**src/rtl/imem_cmd_loader.sv**
```systemverilog
// imem_cmd_loader: byte-wide host command slave that loads a 32-bit
// instruction store and provides a registered fetch port for the core.
// Each word holds four bytes big-endian, so byte address 0 is instr[31:24].
// The core's reset is held active until start_signal is raised while idle.
// Optional build macro: LOADER_LOCK_EN. When defined, storage is locked
// against writes while the core runs.
module imem_cmd_loader #(
  parameter int ADDR_W      = 8,
  parameter int DEPTH_WORDS = 64
) (
  input  logic              clk,
  input  logic              rst_n,
  input  logic [7:0]        cmd,
  input  logic              cmd_valid,
  input  logic [ADDR_W-1:0] address,
  input  logic [7:0]        data_in,
  output logic              cmd_done,
  output logic [7:0]        data_out,
  input  logic              start_signal,
  output logic              cpu_rst_n,
  input  logic [ADDR_W-1:0] fetch_addr,
  output logic [31:0]       fetch_instr
);

  localparam int          MEM_AW   = (DEPTH_WORDS > 1) ? $clog2(DEPTH_WORDS) : 1;
  localparam logic [ADDR_W-1:0] DEPTH_L = ADDR_W'(DEPTH_WORDS);
  localparam logic [7:0]  CMD_RD   = 8'd1;
  localparam logic [7:0]  CMD_WR   = 8'd2;
  localparam logic [31:0] NOP_INSN = 32'h0000_0013;

  typedef enum logic [1:0] {
    S_IDLE,
    S_EXEC,
    S_ACK
  } state_t;

  state_t state_q, state_d;

  logic [7:0]        cmd_q;
  logic [ADDR_W-1:0] addr_q;
  logic [7:0]        din_q;
  logic [7:0]        data_out_q;
  logic              cpu_rst_n_q;
  logic [31:0]       fetch_q;

  logic [31:0] mem [DEPTH_WORDS];

  // Word indices are derived by shifting the full address so the range
  // checks see every address bit, including those above the store depth.
  logic [ADDR_W-1:0] cmd_word;
  logic [ADDR_W-1:0] fetch_word;
  logic              cmd_in_range;
  logic              fetch_in_range;
  logic [4:0]        lane_off;
  logic [7:0]        rd_byte;
  logic              wr_allow;
  logic              wr_en;

  assign cmd_word       = addr_q >> 2;
  assign fetch_word     = fetch_addr >> 2;
  assign cmd_in_range   = (cmd_word < DEPTH_L);
  assign fetch_in_range = (fetch_word < DEPTH_L);
  // Lane 3 - addr[1:0] sits at bit offset 8*(~addr[1:0]).
  assign lane_off       = {~addr_q[1:0], 3'b000};
  assign rd_byte        = mem[cmd_word[MEM_AW-1:0]][lane_off +: 8];

`ifdef LOADER_LOCK_EN
  assign wr_allow = ~cpu_rst_n_q;
`else
  assign wr_allow = 1'b1;
`endif

  assign wr_en = (state_q == S_EXEC) && (cmd_q == CMD_WR) && cmd_in_range && wr_allow;

  // State register.
  always_ff @(posedge clk) begin
    if (!rst_n) state_q <= S_IDLE;
    else        state_q <= state_d;
  end

  // Next-state logic: one command per cmd_valid assertion.
  always_comb begin
    state_d = state_q;
    unique case (state_q)
      S_IDLE:  if (cmd_valid) state_d = S_EXEC;
      S_EXEC:  state_d = S_ACK;
      S_ACK:   if (!cmd_valid) state_d = S_IDLE;
      default: state_d = S_IDLE;
    endcase
  end

  // Capture the command fields when a request is accepted in IDLE.
  always_ff @(posedge clk) begin
    if (state_q == S_IDLE && cmd_valid) begin
      cmd_q  <= cmd;
      addr_q <= address;
      din_q  <= data_in;
    end
  end

  // Read data register, updated only by read commands during EXEC.
  always_ff @(posedge clk) begin
    if (!rst_n) begin
      data_out_q <= '0;
    end else if (state_q == S_EXEC && cmd_q == CMD_RD) begin
      data_out_q <= cmd_in_range ? rd_byte : '0;
    end
  end

  // Byte-lane store write; reset at the same edge drops the write.
  always_ff @(posedge clk) begin
    if (rst_n && wr_en) begin
      mem[cmd_word[MEM_AW-1:0]][lane_off +: 8] <= din_q;
    end
  end

  // Registered fetch port; old word is returned on a same-cycle write.
  always_ff @(posedge clk) begin
    if (!rst_n)              fetch_q <= '0;
    else if (fetch_in_range) fetch_q <= mem[fetch_word[MEM_AW-1:0]];
    else                     fetch_q <= NOP_INSN;
  end

  // Core reset gate: release only from IDLE, assert whenever start drops.
  always_ff @(posedge clk) begin
    if (!rst_n)                     cpu_rst_n_q <= 1'b0;
    else if (!start_signal)         cpu_rst_n_q <= 1'b0;
    else if (state_q == S_IDLE)     cpu_rst_n_q <= 1'b1;
  end

  assign cmd_done    = (state_q == S_ACK);
  assign data_out    = data_out_q;
  assign cpu_rst_n   = cpu_rst_n_q;
  assign fetch_instr = fetch_q;

endmodule
```
**config.mk**
```make
export PLATFORM = sky130hd
export DESIGN_NAME = imem_cmd_loader
export DESIGN_NICKNAME = d
export VERILOG_FILES = /design/src/rtl/imem_cmd_loader.sv
export SDC_FILE = /design/constraint.sdc
export NUM_CORES = 2
export LEC_CHECK = 0
export CAP_MARGIN = 0
export CORE_MARGIN = 5
export CORE_UTILIZATION = 45
export DETAILED_ROUTE_END_ITERATION = 10
export SLEW_MARGIN = 20
export SYNTH_ARGS = -nofsm -noshare
export SYNTH_HDL_FRONTEND = slang
export SYNTH_SLANG_ARGS = --single-unit
```
**constraint.sdc**
```tcl
create_clock -name clk -period 3.03 [get_ports clk]
set_input_delay 0.606 -clock clk [delete_from_list [all_inputs] [get_ports clk]]
set_output_delay 0.606 -clock clk [all_outputs]
set_load 0.02 [all_outputs]
```
Word level (Yosys, flattened, before mapping)
Memory sizes are Yosys's and may differ from the RTL's. A register that Yosys moved wholly into a read port is not among the register bits.
Cells that the tools add are included.
W data, S select, Z words.
{ "totals": {"reg_bits": 67, "ram_bits": 2048, "inputBits": 36, "out_inout_bits": 42, "wordCells": 39, "mem_count": 1} }
{ "classes": {"add_sub_neg": 1, "magnitude_cmp": 2, "n_eq_ne": 6, "n_shift": 3, "muxes": 8, "bitwise_logic": 1, "reduce_logical": 9} }
{ "memory_table": {"columns": ["memory", "words", "width", "rd", "rd_ports_with_merged_regs", "write_ports", "line_no", "source"], "rows": [
  ["mem", 64, 32, 2, 1, 1, "46", "logic [31:0] mem [DEPTH_WORDS];"]
]} }
{ "ops": {"columns": ["cell", "count"], "rows": [
  ["$mux W32", 1],
  ["$shift A8 B7 Y32 const A", 1],
  ["$shiftx A32 B6 Y8", 1],
  ["$shiftx A8 B7 Y32", 1],
  ["$lt A6 B7 Y1 const B", 2],
  ["$eq A8 B1 Y1 const B", 1],
  ["$eq A8 B2 Y1 const B", 1],
  ["$mux W8", 1],
  ["$neg A5 Y7", 1],
  ["$mux W6", 1],
  ["$pmux W2 S3", 1],
  ["$reduce_and A2 Y1", 3],
  ["$logic_and A1 B1 Y1", 5],
  ["$mux W5", 1],
  ["$mux W2", 2],
  ["$ne A2 B2 Y1 const B", 2],
  ["$eq A2 B1 Y1 const B", 1],
  ["$eq A2 B2 Y1 const B", 1],
  ["$logic_not A2 Y1", 1],
  ["$not A2 Y2", 1],
  ["$mux W1", 1]
]} }

Longest topological paths before layout
{ "depth": {"depth_word": 6, "mapped_depth": 12, "ltp_nobuf": 7} }

Worst setup path after synthesis
No wires, ideal clock.
{ "synth_timing": {"kind": "input-to-reg", "start": "input fetch_addr[2]", "end": "register fetch_q[7] (netlist: fetch_instr[7])", "setup_ns": 0.115, "t_arrival_ns": 2.897, "slack_ns": 0.018, "path_stages": 6, "n_path_buf": 2, "cell_sequence": "buf_2 > buf_1 > mux4_2 > mux4_2 > mux4_2 > and2_1"} }
{ "synth_via": {"elab_chain_len": 2} }
{ "synth_rtl": {"columns": ["item", "line_no", "source"], "rows": [
  ["start, declared", "21", "input logic [ADDR_W-1:0] fetch_addr,"],
  ["parallel branches: the longest is 2 deep, another holds $mem_v2 Z64 W32", null, null],
  ["end signal, assigned", "120", "else if (fetch_in_range) fetch_q <= mem[fetch_word[MEM_AW-1:0]];"],
  ["end, declared", "44", "logic [31:0] fetch_q;"]
]} }
Several ways; the timed one is not identified.
A chain may end at the register's enable or synchronous reset.

==> results.ini <==
[place]
place_inst=8457
place_hpwl_um=245000
port_buffers=75
gp_congestion=0.970
dp_worst_setup_slack_ns=-0.494

[critical_path]
cp.arrival_ns=3.82
critPathMostFrequentCell=buf_12
cp.required_ns=3.78
cp_max_fo=17
path_cells=buf_12, buf_12, buf_12, buf_4, mux4_2, inv_1, a21oi_1, o211ai_1, or4_4, o211ai_1
critPathBufInv=5
worstReg2RegEnd=data_out[5]$_SDFFE_PN0P_
rr_worst_depth=10
rrSetupSlack_ns=-0.03
cp_slowest_cell=o211ai_1
cp-end-kind=flop
critical-path-top-delay-family=buffers and inverters
critPathMaxStageDelay_ns=0.52
worstSetupStartpointType=flop
critPathKind=flop to flop

[sta]
period_share=1.01
fmax_ghz=0.327
finalSetupViolations=2
maxSlewViolCount=0
relSlewSlack=0.316
period_needed_ns=3.06
setup_slack_ns=-0.0317
hold_viol_final=0
fin_skew_ns=0.0463
worstMarginPinSlew_ns=1.02

[floorplan]
ios=78
coreArea_um2=217000
dieArea_um2=228000
initial_core_util=0.452
fp.dieW_um=477
rows=171
die-height_um=477

[pwr]
total_power_uw=68300
seqPwrFrac=0.473
leakage_uw=0.0412
power_frac_comb=0.121
power_density_nw_per_um2=574
p_switching_uw=16500
swShare=0.242
internal_power_uw=51800
clkPwrFrac=0.405
peakVddDrop_mv=0.506

[cts]
clk_pin_slew_worst_paths_ns=0.07
clock_path_buffers=3
cts-root-buf=clkbuf_16
h-tree-depth=4
clock_sinks=2121
clk_latency_ns=0.89
cts_tree=done
numCtsBuffers=220

[route]
vias=60100
drtIter0Drc=8459
drc=0
viasPerCell=6.73
avgRoutedWirePerCell_um=39.1
drtAntennaViolNets=0
first_pass_iters=6
wl_um=349000

[logic_synthesis]
synth-edff-count=2072
yosys.area.top_type=edfxtp_1
yosysSeqAreaShare=0.644
ys.flop_type=edfxtp_1
syn_avg_cell_area_um2=19.6
netlist_area_um2=98100
yosysUniqueCellTypes=69
syn-num-nets=5038
yosysTopAreaCellShare=0.634
synth_warnings=0
async_flop_share=0
synth.area.top_cells=edfxtp_1 63%, mux4_2 24%, mux2i_1 2.9%
synthCells=4997
yosys_register_bits=2121

[cells_and_area]
final_layout_size_suffix_gt1_frac=0.410
instances_no_fill=8922
final_util=0.547
fill_cells=16600
nets=5907
syn_to_final_growth_pct=21.1

[global_route]
antenna_found_initial=25
grt-ovfl-total=0
grt_pass1_wl_um=477000
grt.total_usage=0.302
grt_pass1_vias=59100
grt_max_degree=65

[min_path]
hold_end=cpu_rst_n$_SDFFE_PN0N_
holdCritStartpoint=start_signal
hp-class=input port to flop
holdPathStages=2

[job]
maxCapViolCount=0

[run_status]
failed_checks=setup timing
status=finished with violations

-- cells in the final DEF, fill, tap and decap left out, drive strengths merged, types with 49 or more instances in the layout --
| master | netlist | routed |
|---|---|---|
| dfxtp | 49 | 49 |
| mux2i | 281 | 281 |
| nor2 | 318 | 318 |
| and2 | 59 | 59 |
| clkbuf | 185 | 281 |
| clkinv | 0 | 93 |
| edfxtp | 2072 | 2072 |
| clkdlybuf4s50 | 0 | 69 |
| mux4 | 1059 | 1059 |
| a211oi | 67 | 67 |
| nand2 | 166 | 166 |
| buf | 214 | 972 |
| o22ai | 79 | 79 |
-- worst max path at each step --
stage	end	depth (start not counted)	slack [ns]
6_report	data_out[5]$_SDFFE_PN0P_	10	-0.03
3_3_place_gp	data_out[4]$_SDFFE_PN0P_	9	-0.89
3_5_place_dp	data_out[4]$_SDFFE_PN0P_	9	-0.49
5_1_grt	data_out[2]$_SDFFE_PN0P_	10	-0.03
4_1_cts	data_out[4]$_SDFFE_PN0P_	7	-0.004
2_1_floorplan	fetch_instr[7]$_SDFF_PN0_	6	0.02
-- repair_timing --
item                                    4_1_cts  5_1_grt
buffers inserted                             11       26
hold buffers                                  0        0
gates cloned                                  2        4
resized for setup                            49       83
endpoints found under the setup margin       72        8
pin swaps                                     3       12
-- synth_stat cells (all sizes together) (33+ instances only) --
master,instances
dfxtp,49
nor2,318
edfxtp,2072
o21ai,35
and2,59
nand3,33
a22oi,43
mux4,1059
o22ai,79
nor3,39
a21oi,40
clkbuf,185
nand2,166
buf,214
a211oi,67
mux2i,281
o221ai,41
-- through the flow --
| stage | setup TNS, ns | instance area, um^2 | hold WS (ns) |
|---|---|---|---|
| finish | -0.0341 | 119000 | 0.286 |
| detailed placement | -16.89 | 110000 | 0.493 |
| global placement | -12.54 | 110000 | 0.484 |
| global route | -0.0339 | 119000 | 0.257 |
| CTS | -0.00370 | 118000 | 0.221 |
| floorplan | 0 | 98100 | 0.538 |
-- flip-flops by register name, indices dropped and copies added (netlist names), named ones only --
register     cells
data_out         8
mem           2048
addr_q           8
cpu_rst_n        1
state_q          2
din_q            8
fetch_instr     32
cmd_q            8
-- cell families (layout without fill, tap and decap cells) --
logic type,count (synthesis),after routing,share of synthesized area
muxes,1351,1351,0.273
other,0,12,0
AOI/OAI and AO/OA,407,407,0.0296
DFF,2121,2121,0.644
buffers and inverters,405,1464,0.0202
adders and majority gates,5,5,0.000638
and+or+nand+nor,708,708,0.0325
-- power groups by stage --
stage / registers (uW) / clock network, uW / logic [uW]
after floorplan: 32900 / 0 / 4140
after global placement: 32900 / 0 / 7750
after detailed placement: 32900 / 0 / 7790
after CTS: 32300 / 27900 / 7930
after global routing: 32300 / 29200 / 8470
final: 32300 / 27700 / 8260
-- layer usage --
metal / wire [um] / GRT usage
met1: 132000 / 0.420
met2: 155000 / 0.447
met3: 42200 / 0.0853
met4: 18600 / 0.134
met5: 314 / 0.00609
-- worst reg2reg max path: cells and delay by family, from the launching register on --
kind                   cells  cell delay, ns
buffers and inverters      5            0.89
and+or+nand+nor            1            0.35
DFF                        1            0.50
muxes                      1            0.49
AOI/OAI and AO/OA          3            0.71
-- final cells by class --
type	count	area (um^2)	share of cell area
clock inverter	135	1440	0.0121
clock buffer	277	5900	0.0496
timing repair buffer	1046	11300	0.0951
antenna	12	30.0	0.000253
inverter	6	38.8	0.000326
multi-input combinational	2471	33400	0.281
tap	2854	3570	0.0300
sequential	2121	63200	0.532
Power figures use the tool's default switching activity.
